**src/rtl/jtframe_objdma_if.sv**
```systemverilog
// Bus and object-RAM signal bundle for jtframe_objdma.
// The master side belongs to the DMA engine. The slave side belongs to the arbiter and RAM.
interface jtframe_objdma_if #(
  parameter int AW  = 12,
  parameter int DW  = 8,
  parameter int OAW = 8
);
  logic           busrq;
  logic           busak_n;
  logic [AW-1:0]  bus_addr;
  logic           bus_rd;
  logic [DW-1:0]  bus_din;
  logic [OAW-1:0] dst_addr;
  logic [DW-1:0]  dst_dout;
  logic           dst_we;

  modport master (
    output busrq, bus_addr, bus_rd, dst_addr, dst_dout, dst_we,
    input  busak_n, bus_din
  );

  modport slave (
    input  busrq, bus_addr, bus_rd, dst_addr, dst_dout, dst_we,
    output busak_n, bus_din
  );
endinterface

```
**src/rtl/jtframe_objdma.sv**
```systemverilog
// Object-RAM DMA engine. It requests the CPU bus and copies LEN bytes from src_base into the object buffer.
// It can optionally hand the bus back to the CPU every BURST bytes.
module jtframe_objdma #(
  parameter int AW    = 12,
  parameter int DW    = 8,
  parameter int OAW   = 8,
  parameter int LEN   = 256,
  parameter int BURST = 0
) (
  input  logic          clk,
  input  logic          rst_n,
  input  logic          cen,
  input  logic          dma_go,
  input  logic [AW-1:0] src_base,
  jtframe_objdma_if.master bus,
  output logic          busy,
  output logic          done
);
  localparam int CW        = $clog2(LEN + 1);
  localparam bit USE_BURST = (BURST != 0) && (BURST < LEN);
  localparam int BW        = (BURST > 1) ? $clog2(BURST + 1) : 1;

  typedef enum logic [2:0] {IDLE, REQ, READ, WRITE, PAUSE, RELEASE} state_t;

  state_t        state_q, state_d;
  logic [CW-1:0] cnt_q, cnt_d, cnt_inc;
  logic [BW-1:0] bcnt_q, bcnt_d, bcnt_inc;
  logic [AW-1:0] base_q, base_d;
  logic          go_q, go_d;
  logic          ack;

  assign ack = ~bus.busak_n;

  // go_q resets to 1 so that a dma_go already high when reset is released is not taken as an edge
  always_ff @(posedge clk or negedge rst_n) begin
    if (!rst_n) begin
      state_q <= IDLE;
      cnt_q   <= '0;
      bcnt_q  <= '0;
      base_q  <= '0;
      go_q    <= 1'b1;
    end else begin
      state_q <= state_d;
      cnt_q   <= cnt_d;
      bcnt_q  <= bcnt_d;
      base_q  <= base_d;
      go_q    <= go_d;
    end
  end

  always_comb begin
    state_d  = state_q;
    cnt_d    = cnt_q;
    bcnt_d   = bcnt_q;
    base_d   = base_q;
    go_d     = cen ? dma_go : go_q;
    cnt_inc  = cnt_q + CW'(1);
    bcnt_inc = bcnt_q + BW'(1);
    case (state_q)
      IDLE: begin
        if (cen && dma_go && !go_q) begin
          base_d  = src_base;
          cnt_d   = '0;
          bcnt_d  = '0;
          state_d = REQ;
        end
      end
      REQ:   if (cen && ack) state_d = READ;
      READ:  if (cen && ack) state_d = WRITE;
      // If the bus is revoked during WRITE, the byte is not committed and is read again
      WRITE: begin
        if (cen) begin
          if (!ack) begin
            state_d = READ;
          end else begin
            cnt_d  = cnt_inc;
            bcnt_d = bcnt_inc;
            if (cnt_inc == CW'(LEN)) begin
              state_d = RELEASE;
            end else if (USE_BURST && (bcnt_inc == BW'(BURST))) begin
              bcnt_d  = '0;
              state_d = PAUSE;
            end else begin
              state_d = READ;
            end
          end
        end
      end
      PAUSE:   if (cen) state_d = REQ;
      RELEASE: state_d = IDLE;
      default: state_d = IDLE;
    endcase
  end

  // Source RAM registers the address on the READ cen and presents the byte during WRITE
  assign busy         = (state_q == REQ) || (state_q == READ) ||
                        (state_q == WRITE) || (state_q == PAUSE);
  assign bus.busrq    = (state_q == REQ) || (state_q == READ) || (state_q == WRITE);
  assign bus.bus_rd   = (state_q == READ) && ack;
  assign bus.bus_addr = (state_q == READ) ? (base_q + AW'(cnt_q)) : {AW{1'b0}};
  assign bus.dst_we   = (state_q == WRITE) && ack;
  assign bus.dst_addr = (state_q == WRITE) ? OAW'(cnt_q) : {OAW{1'b0}};
  assign bus.dst_dout = (state_q == WRITE) ? bus.bus_din : {DW{1'b0}};
  assign done         = (state_q == RELEASE);
endmodule

```
**src/flat_wrapper.sv**
```systemverilog
// flat-port wrapper written by rule: the top's interface ports become plain ports
module jtframe_objdma_flat 
#(
  parameter int AW    = 12,
  parameter int DW    = 8,
  parameter int OAW   = 8,
  parameter int LEN   = 256,
  parameter int BURST = 0
)
  (clk, rst_n, cen, dma_go, src_base, busy, done, bus_busrq, bus_bus_addr, bus_bus_rd, bus_dst_addr, bus_dst_dout, bus_dst_we, bus_busak_n, bus_bus_din);
  jtframe_objdma_if #(.AW(AW), .DW(DW), .OAW(OAW)) bus_i ();
  input  logic clk;
  input  logic rst_n;
  input  logic cen;
  input  logic dma_go;
  input  logic [AW-1:0] src_base;
  output logic busy;
  output logic done;
  output wire logic [$bits(bus_i.busrq)-1:0] bus_busrq;
  output wire logic [$bits(bus_i.bus_addr)-1:0] bus_bus_addr;
  output wire logic [$bits(bus_i.bus_rd)-1:0] bus_bus_rd;
  output wire logic [$bits(bus_i.dst_addr)-1:0] bus_dst_addr;
  output wire logic [$bits(bus_i.dst_dout)-1:0] bus_dst_dout;
  output wire logic [$bits(bus_i.dst_we)-1:0] bus_dst_we;
  input wire logic [$bits(bus_i.busak_n)-1:0] bus_busak_n;
  input wire logic [$bits(bus_i.bus_din)-1:0] bus_bus_din;
  assign bus_busrq = bus_i.busrq;
  assign bus_bus_addr = bus_i.bus_addr;
  assign bus_bus_rd = bus_i.bus_rd;
  assign bus_dst_addr = bus_i.dst_addr;
  assign bus_dst_dout = bus_i.dst_dout;
  assign bus_dst_we = bus_i.dst_we;
  assign bus_i.busak_n = bus_busak_n;
  assign bus_i.bus_din = bus_bus_din;
  jtframe_objdma #(.AW(AW), .DW(DW), .OAW(OAW), .LEN(LEN), .BURST(BURST)) u_core (.clk(clk), .rst_n(rst_n), .cen(cen), .dma_go(dma_go), .src_base(src_base), .bus(bus_i), .busy(busy), .done(done));
endmodule
```
**config.mk**
```make
export PLATFORM = sky130hd
export DESIGN_NAME = jtframe_objdma_flat
export DESIGN_NICKNAME = d
export VERILOG_FILES = /design/src/rtl/jtframe_objdma_if.sv /design/src/rtl/jtframe_objdma.sv /design/src/flat_wrapper.sv
export SDC_FILE = /design/constraint.sdc
export NUM_CORES = 1
export LEC_CHECK = 0
export CAP_MARGIN = 20
export CORE_AREA = 2 2 92 94
export DETAILED_ROUTE_END_ITERATION = 10
export DIE_AREA = 0 0 94 96
export SETUP_SLACK_MARGIN = 0.1
export SLEW_MARGIN = 10
export SYNTH_ARGS = -nofsm -noshare
export SYNTH_HDL_FRONTEND = slang
export SYNTH_SLANG_ARGS = --single-unit
export TNS_END_PERCENT = 20
```
**constraint.sdc**
```tcl
create_clock -name clk -period 4.67 [get_ports clk]
set_clock_uncertainty 0.2 [all_clocks]
set_input_delay 0.934 -clock clk [delete_from_list [all_inputs] [get_ports clk]]
set_output_delay 0.934 -clock clk [all_outputs]
set_load 0.02 [all_outputs]
```
Word level (Yosys, flattened, before mapping)
Index checks and enable logic that the tools add are counted.
{ "word_totals": {"ff_bits": 25, "latchBits": 0, "ramBits": 0, "romBits": 0, "wordCells": 48, "mem_count": 0} }
{ "op_classes": {"addsub": 2, "multipliers": 0, "div": 0, "n_lt_le_gt_ge": 0, "n_eq_ne": 12, "shift": 0, "muxes": 15, "bitwise_logic": 1, "reduce_logical": 14} }
{ "op_table": {"columns": ["op", "n"], "rows": [
  ["$mux W9", 3],
  ["$mux W3", 7],
  ["$pmux W9 S2", 1],
  ["$mux W8", 2],
  ["$pmux W3 S5", 1],
  ["$add A12 B9 Y12", 1],
  ["$mux W12", 1],
  ["$add A9 B1 Y9 const B", 1],
  ["$eq A9 B9 Y1 const B", 1],
  ["$eq A3 B2 Y1 const B", 2],
  ["$eq A3 B3 Y1 const B", 2],
  ["$ne A2 B1 Y1 const B", 3],
  ["$ne A2 B2 Y1 const B", 3],
  ["$logic_and A1 B1 Y1", 5],
  ["$reduce_and A5 Y1", 1],
  ["$reduce_and A4 Y1", 1],
  ["$eq A3 B1 Y1 const B", 1],
  ["$logic_not A3 Y1", 1],
  ["$logic_or A1 B1 Y1", 3],
  ["$reduce_and A2 Y1", 1],
  ["$reduce_bool A2 Y1", 1],
  ["$logic_not A1 Y1", 1],
  ["$not A1 Y1", 1]
]} }

Depth between registers and ports, before layout
Gate-level depths: netlist (run 1).
{ "logic_depth": {"word_depth": 6, "mapped_depth": 8, "depth_no_buf": 8} }

Least setup slack after synthesis (run 1)
Ideal clock, no wire load.
{ "synth_path": {"path_kind": "flip-flop to output port", "from": "register u_core.cnt_q[0]", "to": "output port bus_bus_addr[6]", "t_arrival_ps": 2030, "required_time_ps": 3536, "path_slack_ps": 1506, "path_stages_with_launch": 9, "cell_sequence": "dfrtp_1 > ha_1 > inv_1 > fa_1 > nor2b_1 > o31a_1 > o21a_1 > nor3_1 > nor3_1"} }
{ "synth_via": {"elab_chain_cells": 2} }
{ "synth_rtl": {"columns": ["element", "line_no", "rtl"], "rows": [
  ["start, declared", "jtframe_objdma.sv:26", "logic [CW-1:0] cnt_q, cnt_d, cnt_inc;"],
  ["start signal, assigned", "jtframe_objdma.sv:44", "cnt_q <= cnt_d;"],
  ["$add A12 B9 Y12", "jtframe_objdma.sv:100", "assign bus.bus_addr = (state_q == READ) ? (base_q + AW'(cnt_q)) : {AW{1'b0}};"],
  ["$mux W12", "jtframe_objdma.sv:100", null],
  ["end, declared", "flat_wrapper.sv:20", "output wire logic [$bits(bus_i.bus_addr)-1:0] bus_bus_addr;"]
]} }
No other way between the ends.

Worst setup path after layout (run 1)
Same ends and word-level chain as after synthesis.

==> flow_summary.toml, run 1 <==
[final_layout]
layout.cells.non_filler = 385
synthToLayoutAreaGrowth_pct = 35.2
final_cell_area_um2 = 2670
regArea_um2 = 627
n_antenna_cell = 0
fin_util_pct = 33.2
final_nets = 318
layout-drive-gt1-share_pct = 5.71
multi_input_area_um2 = 1230
n_fill_cell = 850

[critical_path]
rr_endpoint = "u_core.state_q[1]"
max_stage_delay_ps = 640
crit_end = "bus_bus_addr[6]"
worst_ep_arrival_time_ps = 2890
critical_path.startpoint = "u_core.cnt_q[0]"
critical_path_cell_count = 9
critical_path_class = "register to output port"
cp_common_cell = "nor3_1"
reg2reg_depth = 6
path_cells = "ha_1 -> inv_1 -> fa_1 -> nor2b_1 -> o31a_1 -> o21a_1 -> nor3_1 -> nor3_1 -> clkdlybuf4s50_1"
critPathCaptureType = "output port"
required_ps = 3540
r2r_start = "u_core.cnt_q[0]"
worst_path_max_delay_cell = "clkdlybuf4s50_1"
cp_max_fo = 8
reg2reg_slack_ps = 2280
crit_family = "buffers and inverters"
cp-start-kind = "register"
path_buf_inv = 2

[yosys]
synth_nets = 264
ys_seq_area_share_pct = 31.7
synth_top_area_share_pct = 30.4
async_flop_share_pct = 100
synth_edf_count = 0
yosysWarningCount = 0
yosysUniqueCellTypes = 54
synth_common_cells = "24 x dfrtp_1, 20 x and2_1, 16 x nor2_1, 16 x o21ai_1, 14 x nand2_1"
synth-seq-cells = 25
synth_ff_type = "dfrtp_1"
post-synth-top-count-cell = "dfrtp_1"
synthCells = 227
synth_area_leaders = "dfrtp_1 30%, ha_1 7.0%, and2_1 6.3%"
synth_area_um2 = 1980
postSynthAreaPerCell_um2 = 8.71
yosys.area.top_type = "dfrtp_1"

[timing]
final-setup-viol-count = 0
hold_viol = 0
period_needed_ps = 4020
setup_tns_ps = 0
fmax_mhz = 249
worst_slack_ps = 647
min_period_over_period_pct = 86.1
rsz0062_at_grt = "no"
whs_ps = 302
drv_slew = 0
tightestPinTransition_ps = 553
maxSlewHeadroom_pct = 63.0

[cts]
tritoncts = "yes"
clock_latency_ps = 260
cts_buffers = 3
cts-resized-gates = 0
hold_buffers = 0
cts_max_level = 1
cts.path.max_buffers = 2
cts_num_sinks = 25
cts_root_buf = "clkbuf_8"
post_cts_buffers = 0
clkSlewWorstSetupHoldPaths_ps = 80

[drt]
vias_per_cell = 4.74
drt_iter0_markers = 73
wl_per_cell_um = 12.8
route.met3.wl_um = 352
met1Wirelength_mm = 2.48
top_layer_used = "met4"
met2_length_mm = 2.08
num_vias = 1823
drc = 0
wl_mm = 4.92
ant_nets = 0
dr.pass1.iters = 5

[placement]
dpl.cell_count = 380
hpwlAfterDp_mm = 3.84
placed_cell_area_um2 = 2610
dpl_worst_slack_ps = 912
io_buffers = 57
place.gp.congestion = 0.793

[die]
die_height_um = 96
design.core.area_um2 = 8050
die-area_um2 = 9020
top_level_ports = 58
rows = 33
die_w_um = 94
initial_core_util_pct = 24.6

[global_routing]
grt_max_degree = 24
antenna_found_initial = 0
grt_pass1_wl_mm = 8.17
grt_use_total_pct = 11.3
overflow = 0
grt_pass1_vias = 1730

[pwr]
p_leak_nw = 1.10
power_uw = 936
ir_worst_vdd_uv = 110
cellPowerDensity_nw_per_um2 = 350

[min_path]
worstHoldPathType = "register to register"

[run_status]
outcome = "completed"

[flow_run]
drv_cap = 0
[placed cells by master (no fill, tap or decap), drive strengths merged, types with 3 or more instances in the layout]
master         count
nor2b              3
ha                11
buf                4
nand2             14
nand3              6
clkbuf             4
clkdlybuf4s50     57
nor2              18
o21ai             23
and3               4
inv                9
mux2              10
nor3              11
and2              20
a21oi             13
o31ai              5
xnor2              3
o21a               5
dfrtp             24
[where the power goes]
part	total [mW]	switching (mW)	internal, mW
clock network	0.124	0.0629	0.0608
logic	0.499	0.263	0.236
registers	0.313	0.0562	0.257
[sequential cells by signal (all words and copies together), names as in the netlist]
register and count:
u_core.go_q 1, u_core.cnt_q 9, u_core.base_q 12, u_core.state_q 3
[layer usage]
metal | GRT usage, % | vias to the layer above
met1 | 15.9 | 831
met4 | 2.54 | 0
met3 | 2.66 | 2
met5 | 0 | -
li1 | - | 934
met2 | 17.6 | 56
[worst min-delay path by stage]
stage	start	endpoint	slack, ps	cells after the start
6_report	u_core.base_q[6]	u_core.base_q[6]	300	1
5_1_grt	u_core.base_q[5]	u_core.base_q[5]	330	1
4_1_cts	u_core.base_q[6]	u_core.base_q[6]	310	1
3_5_place_dp	u_core.base_q[6]	u_core.base_q[6]	290	1
3_3_place_gp	u_core.base_q[3]	u_core.base_q[3]	280	1
2_1_floorplan	u_core.base_q[0]	u_core.base_q[0]	260	1
[kinds of logic after synthesis]
kind of cell,share of synthesized area (%)
buf+inv,6.20
fa+ha+maj,7.97
flops,31.7
xor+xnor,1.77
simple gates,25.2
compound gates,21.0
mux,6.20
[cell type report]
class                           count  area share (%)
Multi-Input combinational cell    181            45.9
Sequential cell                    25            23.5
Timing Repair Buffer               61            22.8
Tap cell                          105            4.92
Clock buffer                        4            1.69
Inverter                            9            1.26
No activity file was read; power rests on OpenSTA's default activity.
==> inputs of run 2 (changes only) <==
SETUP_SLACK_MARGIN = not set   (was 0.1)
==> results of run 2 <==
Final layout, timing and power as in run 1 (identical DEF).
==> inputs of run 3 (changes only) <==
GPL_TIMING_DRIVEN = 1   (was not set)
==> results of run 3 <==
Final layout, timing and power as in run 1 (identical DEF).
==> patch 1, RTL diff (flow settings as in run 2) <==
`OAW` is set to 8 in 3 places; all go to 16.
--- a/src/rtl/jtframe_objdma_if.sv
+++ b/src/rtl/jtframe_objdma_if.sv
@@ -4,5 +4,5 @@
   parameter int AW  = 12,
   parameter int DW  = 8,
-  parameter int OAW = 8
+  parameter int OAW = 16
 );
   logic           busrq;
--- a/src/rtl/jtframe_objdma.sv
+++ b/src/rtl/jtframe_objdma.sv
@@ -4,5 +4,5 @@
   parameter int AW    = 12,
   parameter int DW    = 8,
-  parameter int OAW   = 8,
+  parameter int OAW   = 16,
   parameter int LEN   = 256,
   parameter int BURST = 0
--- a/src/flat_wrapper.sv
+++ b/src/flat_wrapper.sv
@@ -4,5 +4,5 @@
   parameter int AW    = 12,
   parameter int DW    = 8,
-  parameter int OAW   = 8,
+  parameter int OAW   = 16,
   parameter int LEN   = 256,
   parameter int BURST = 0
Interface: changed (resized bus_dst_addr); port bits go from 58 to 66. No check against the original RTL was run, so the function may have changed too.
==> patch 1 against run 2 <==
Total power up 31%; setup slack better by 6.2 ps; routed wire length up 4.8%; critical path depth unchanged; register-to-register slack worse by 100 ps; core utilization up 0.47 points; design area up 1.4%; synthesized area up 2.8%; sequential cell count unchanged; sequential share of layout area down 0.32 points.
==> patch 1: results (changes against run 2) <==
| Item | This run | Unit | Delta |
|:---|:---|:---|:---|
| Result of the run | finished clean | - |  |
| Share of final-layout standard cells stronger than drive strength 1 | 7.22 | % | +1.5 points |
| Clock-cell share of area | 1.71 | % | +0.023 points |
| Worst hold path depth | 1 | - | unchanged |
| Clock latency at the later pin of the worst-skew pair | 280 | ps | +20 ps |
| Last weighted congestion value of the routability-driven placer | 0.909 | - | +15% |
| Total wire length | 5.16 | mm | +4.8% |
| Total number of vias | 1799 | - | -1.3% |
| Clock slew seen by the registers of the worst setup and hold paths | 100 | ps | +20 ps |
| Leak Pwr | 1.11 | nW | +0.69% |
| GRT Overall Usage | 11.5 | % | +0.25 points |
| Number of vias per cell | 4.71 | - | -0.54% |
| Cells taking the most area after synthesis | sky130_fd_sc_hd__dfrtp_1 (30%), sky130_fd_sc_hd__ha_1 (6.8%), sky130_fd_sc_hd__and2_1 (5.5%) | - |  |
| Inverters, non-clock | 5 | - | -4 |
| Largest net degree at the start of global routing | 26 | - | +8.3% |
| Met2 Wirelength | 2.45 | mm | +18% |
| R2R Path Start | u_core.state_q[0] | - |  |
| Global routing met1 resource utilization | 15.4 | % | -0.44 points |
| Routed length on met3 | 234 | um | -34% |
| R2R setup slack | 2180 | ps | -100 ps |
| Cell with the largest stage delay on the worst path | sky130_fd_sc_hd__clkdlybuf4s50_1 | - |  |
| Nets@finish | 315 | - | -0.94% |
| First-pass GRT wire length | 8.36 | mm | +2.4% |
| Reg2Reg Depth | 5 | - | -1 |
| Critical-path maximum fanout | 7 | - | -1 |
| Fill cell count | 862 | - | +1.4% |
| Worst VDD drop | 0.230 | mV | +110% |
| Post-DP HPWL | 3.98 | mm | +3.7% |
| Number of global-route vias before repair | 1693 | - | -2.1% |
| Post-Synthesis Mean Instance Area | 8.99 | um^2 | +3.2% |
| Placed insts | 378 | - | -0.53% |
| Sequential cell area | 627 | um^2 | unchanged |
| First-pass iteration count of the detailed router | 4 | - | -1 |
| Antenna violations before repair | 0 | - | unchanged |
| Multi-input logic cell count | 184 | - | +1.7% |
| Worst reg2reg path endpoint | u_core.cnt_q[2] | - |  |
| Portion of the layout cell area used by non-clock buffers | 21.7 | % | -1.1 points |
| Detailed-route wire length on metal 1 | 2.43 | mm | -1.9% |
| Nonclk buf count | 59 | - | -3.3% |
| Sequential element share of the synthesized area | 30.8 | % | -0.86 points |
| Most frequent cells after synthesis | sky130_fd_sc_hd__dfrtp_1 (24), sky130_fd_sc_hd__and2_1 (18), sky130_fd_sc_hd__nor2_1 (15) | - |  |
| Area of the multi-input gates | 1300 | um^2 | +5.8% |
| First DRT Iteration DRCs | 84 | - | +15% |
| Met2 Usage GRT | 19.5 | % | +2.0 points |
| Worst slack on hold paths | 310 | ps | +7.99 ps |
| Met3 capacity usage during global routing | 1.72 | % | -0.94 points |
| Critical path data arrival time | 2880 | ps | about the same |
| Number of port buffers | 58 | - | +1.8% |
| Slew at the pin with the worst max-slew slack | 753 | ps | +200 ps |
==> patch 1: cell count changes after synthesis, moves of 3 or more <==
cell and delta:
sky130_fd_sc_hd__nand2b_1 +3, sky130_fd_sc_hd__buf_6 -4, sky130_fd_sc_hd__mux2_2 +4, sky130_fd_sc_hd__buf_2 +5, sky130_fd_sc_hd__o21ai_1 -5, sky130_fd_sc_hd__a21oi_1 -4, sky130_fd_sc_hd__buf_4 +6
==> patch 1: metrics by stage <==
step           cell area [um^2]  setup WS (ps)
5_1_grt                    2710            412
4_1_cts                    2710            652
2_1_floorplan              2050           1530
6_report                   2710            654
3_3_place_gp               2660           1110
3_5_place_dp               2660            976
==> patch 1: worst max-delay path by stage <==
stage	start	to	slack, ps	cells after the start
floorplan	u_core.cnt_q[0]	bus_bus_addr[6]	1530	8
global placement	u_core.cnt_q[0]	bus_bus_addr[6]	1110	9
detailed placement	u_core.cnt_q[0]	bus_bus_addr[6]	980	9
CTS	u_core.cnt_q[0]	bus_bus_addr[6]	650	9
global route	u_core.cnt_q[0]	bus_bus_addr[6]	410	9
finish	u_core.cnt_q[0]	bus_bus_addr[6]	650	9
==> patch 1: power breakdown <==
group	switching, W	total, W	internal (W)
Clock	0.0000759	0.000136	0.0000599
Combinational	0.000386	0.000720	0.000333
Sequential	0.0000845	0.000374	0.000289
==> patch 1: cell families (layout without fill, tap and decap cells) <==
logic type / Yosys count / in the layout / share of synthesized area, %
other: 1 / 7 / 0.185
XOR/XNOR: 8 / 8 / 3.45
flip-flops: 25 / 25 / 30.9
AND/OR/NAND/NOR: 91 / 91 / 25.8
buffers and inverters: 23 / 68 / 6.34
multiplexers: 15 / 15 / 8.25
AO/OA/AOI/OAI: 51 / 51 / 17.4
adder cells (fa/ha/maj): 12 / 12 / 7.76
==> patch 2, RTL diff (settings of run 2) <==
Made on the original files. Re-encode `state_t` (6 states) as one-hot, 6 bits wide.
--- a/src/rtl/jtframe_objdma.sv
+++ b/src/rtl/jtframe_objdma.sv
@@ -21,5 +21,5 @@
   localparam int BW        = (BURST > 1) ? $clog2(BURST + 1) : 1;
 
-  typedef enum logic [2:0] {IDLE, REQ, READ, WRITE, PAUSE, RELEASE} state_t;
+  typedef enum logic [5:0] {IDLE = 6'b000001, REQ = 6'b000010, READ = 6'b000100, WRITE = 6'b001000, PAUSE = 6'b010000, RELEASE = 6'b100000} state_t;
 
   state_t        state_q, state_d;
Formal check against the unedited RTL: no difference found for any inputs over 10 cycles, from zero or initial values and one cycle with rst_n low; not proved beyond that.
==> patch 2 against run 2 <==
Design area up 4.1%; sequential cell count up 2; via count up 9.3%; synthesized area up 4.9%; routed wire length up 16%; fmax down 1.0%; final cell count up 3.4%; setup slack worse by 41 ps.
Power is not compared: it rests on default switching activity, and its combinational part moved more than twofold at a synthesized area within 25%.
==> patch 2: results (changes against run 2) <==
| Item | This run | Unit | Delta |
|:---|:---|:---|:---|
| Result of the run | finished clean | - |  |
| WHS Endpoint | u_core.base_q[5] | - |  |
| Nets in the synthesized netlist | 280 | - | +6.1% |
| Sequential element share of the synthesized area | 32.7 | % | +1.0 points |
| Nets@finish | 331 | - | +4.1% |
| Critical path data arrival time | 2930 | ps | +40 ps |
| R2R setup slack | 2050 | ps | -230 ps |
| Yosys warns | 0 | - | unchanged |
| Cells taking the most area after synthesis | sky130_fd_sc_hd__dfrtp_1 (30%), sky130_fd_sc_hd__ha_1 (6.6%), sky130_fd_sc_hd__and3_1 (6.3%) | - |  |
| Number of distinct library cell variants in the gate-level netlist after synthesis | 49 | - | -9.3% |
| Largest net degree at the start of global routing | 28 | - | +17% |
| Worst setup timing slack at the placement stage | 960 | ps | +47.6 ps |
| Worst reg2reg path endpoint | u_core.cnt_q[8] | - |  |
| Last weighted congestion value of the routability-driven placer | 0.913 | - | +15% |
| Startpoint of the tightest hold check path | u_core.base_q[5] | - |  |
| First DRT Iteration DRCs | 69 | - | -5.5% |
| Setup crit start | u_core.cnt_q[0] | - |  |
| Number of synthesized flops with an enable pin | 0 | - | unchanged |
| R2R Path Start | u_core.state_q[3] | - |  |
| Number of global-route vias before repair | 1940 | - | +12% |
| Clock slew seen by the registers of the worst setup and hold paths | 100 | ps | +20 ps |
| Most frequent cells after synthesis | sky130_fd_sc_hd__dfrtp_1 (25), sky130_fd_sc_hd__and3_1 (21), sky130_fd_sc_hd__o21ai_0 (21) | - |  |
| Worst hold path depth | 1 | - | unchanged |
| Number of vias per cell | 5.01 | - | +5.8% |
| Post-DP HPWL | 4.24 | mm | +10% |
| GRT Overall Usage | 13.4 | % | +2.1 points |
| First-pass GRT wire length | 9.63 | mm | +18% |
| CP endpoint | bus_bus_addr[8] | - |  |
| Critical-path maximum fanout | 7 | - | -1 |
| Clock latency at the later pin of the worst-skew pair | 270 | ps |  |
| First-pass iteration count of the detailed router | 4 | - | -1 |
| Routed wire length per instance | 14.4 | um | +12% |
| Total clock buffers created by CTS | 3 | - | unchanged |
| Main synth FF type | sky130_fd_sc_hd__dfrtp_1 | - |  |
| Reg2Reg Depth | 5 | - | -1 |
| Type of the most critical hold path | reg -> reg | - |  |
| Post-CTS setup buffer count | 0 | - | unchanged |
| Largest registers | u_core.base_q (12), u_core.cnt_q (9), u_core.state_q (5) | - |  |
| Share of final-layout standard cells stronger than drive strength 1 | 6.48 | % | +0.77 points |
| Final setup slack of the worst path | 606 | ps | -41.2 ps |
| PostCTS Resize Cnt | 0 | - | unchanged |
| Worst slack on hold paths | 319 | ps | +16.6 ps |
| Clock tree buffer depth | 2 | - | unchanged |
| Max_slew headroom | 37.8 | % | -25 points |
patch 2: cell count changes in the layout (fill, tap and decap cells not counted), moves of 6 or more:
cell / before / now
sky130_fd_sc_hd__o21ai_0: 7 / 21
sky130_fd_sc_hd__and2_1: 20 / 1
sky130_fd_sc_hd__nand2_1: 14 / 8
sky130_fd_sc_hd__o21ai_1: 16 / 2
sky130_fd_sc_hd__and3_1: 2 / 21
sky130_fd_sc_hd__mux2_2: 0 / 6
sky130_fd_sc_hd__nand3_1: 6 / 12
patch 2: worst max-delay path: stages (launching register included):
cell and delay [ps]:
sky130_fd_sc_hd__dfrtp_1 460, sky130_fd_sc_hd__ha_1 230, sky130_fd_sc_hd__inv_1 60, sky130_fd_sc_hd__fa_1 380, sky130_fd_sc_hd__nor2b_1 150, sky130_fd_sc_hd__o21ai_0 160, sky130_fd_sc_hd__a21oi_1 270, sky130_fd_sc_hd__o22ai_1 120
sky130_fd_sc_hd__mux2_2 240, sky130_fd_sc_hd__clkdlybuf4s50_1 590
patch 2: per-layer routing:
layer | part of all wire (%) | routed length [um] | GRT usage [%] | up-vias
met5 | 0 | 0 | 0 | -
met2 | 47 | 2680 | 22.3 | 50
met3 | 4.1 | 235 | 2.74 | 2
met1 | 49 | 2800 | 18.3 | 948
li1 | - | - | - | 993
met4 | 0.12 | 7 | 2.17 | 0
patch 2: cell type report:
| type | instances | area [um^2] |
|---|---|---|
| clock buffer | 4 | 45.0 |
| fill | 852 | 5270 |
| inverter | 6 | 22.5 |
| multi-input combinational | 195 | 1300 |
| sequential | 27 | 678 |
| tap | 105 | 131 |
| timing repair buffer | 61 | 601 |
patch 2: logic make-up after synthesis:
kind of cell    Yosys count  share of synthesized area, %
buf+inv                  21                          4.41
flops                    27                          32.7
compound gates           61                          17.9
simple gates            102                          27.3
fa+ha+maj                12                          7.60
xor+xnor                  7                          2.96
mux                      13                          7.06
patch 2: report_power, final:
group / leakage [nW] / switching (W) / internal, W
clock network: 0.0228 / 0.0000773 / 0.0000612
registers: 0.345 / 0.0000289 / 0.000268
logic: 0.790 / 0.0000725 / 0.0000757
patch 2: through the flow:
stage / power, W / util (%) / instance area (um^2) / std cells
2_1_floorplan: 0.000392 / - / 2070 / 243
3_3_place_gp: 0.000448 / 34.0 / 2740 / 394
3_5_place_dp: 0.000451 / 34.0 / 2740 / 394
4_1_cts: 0.000592 / 34.5 / 2780 / 398
5_1_grt: 0.000632 / 34.5 / 2780 / 398
6_report: 0.000584 / 34.5 / 2780 / 398
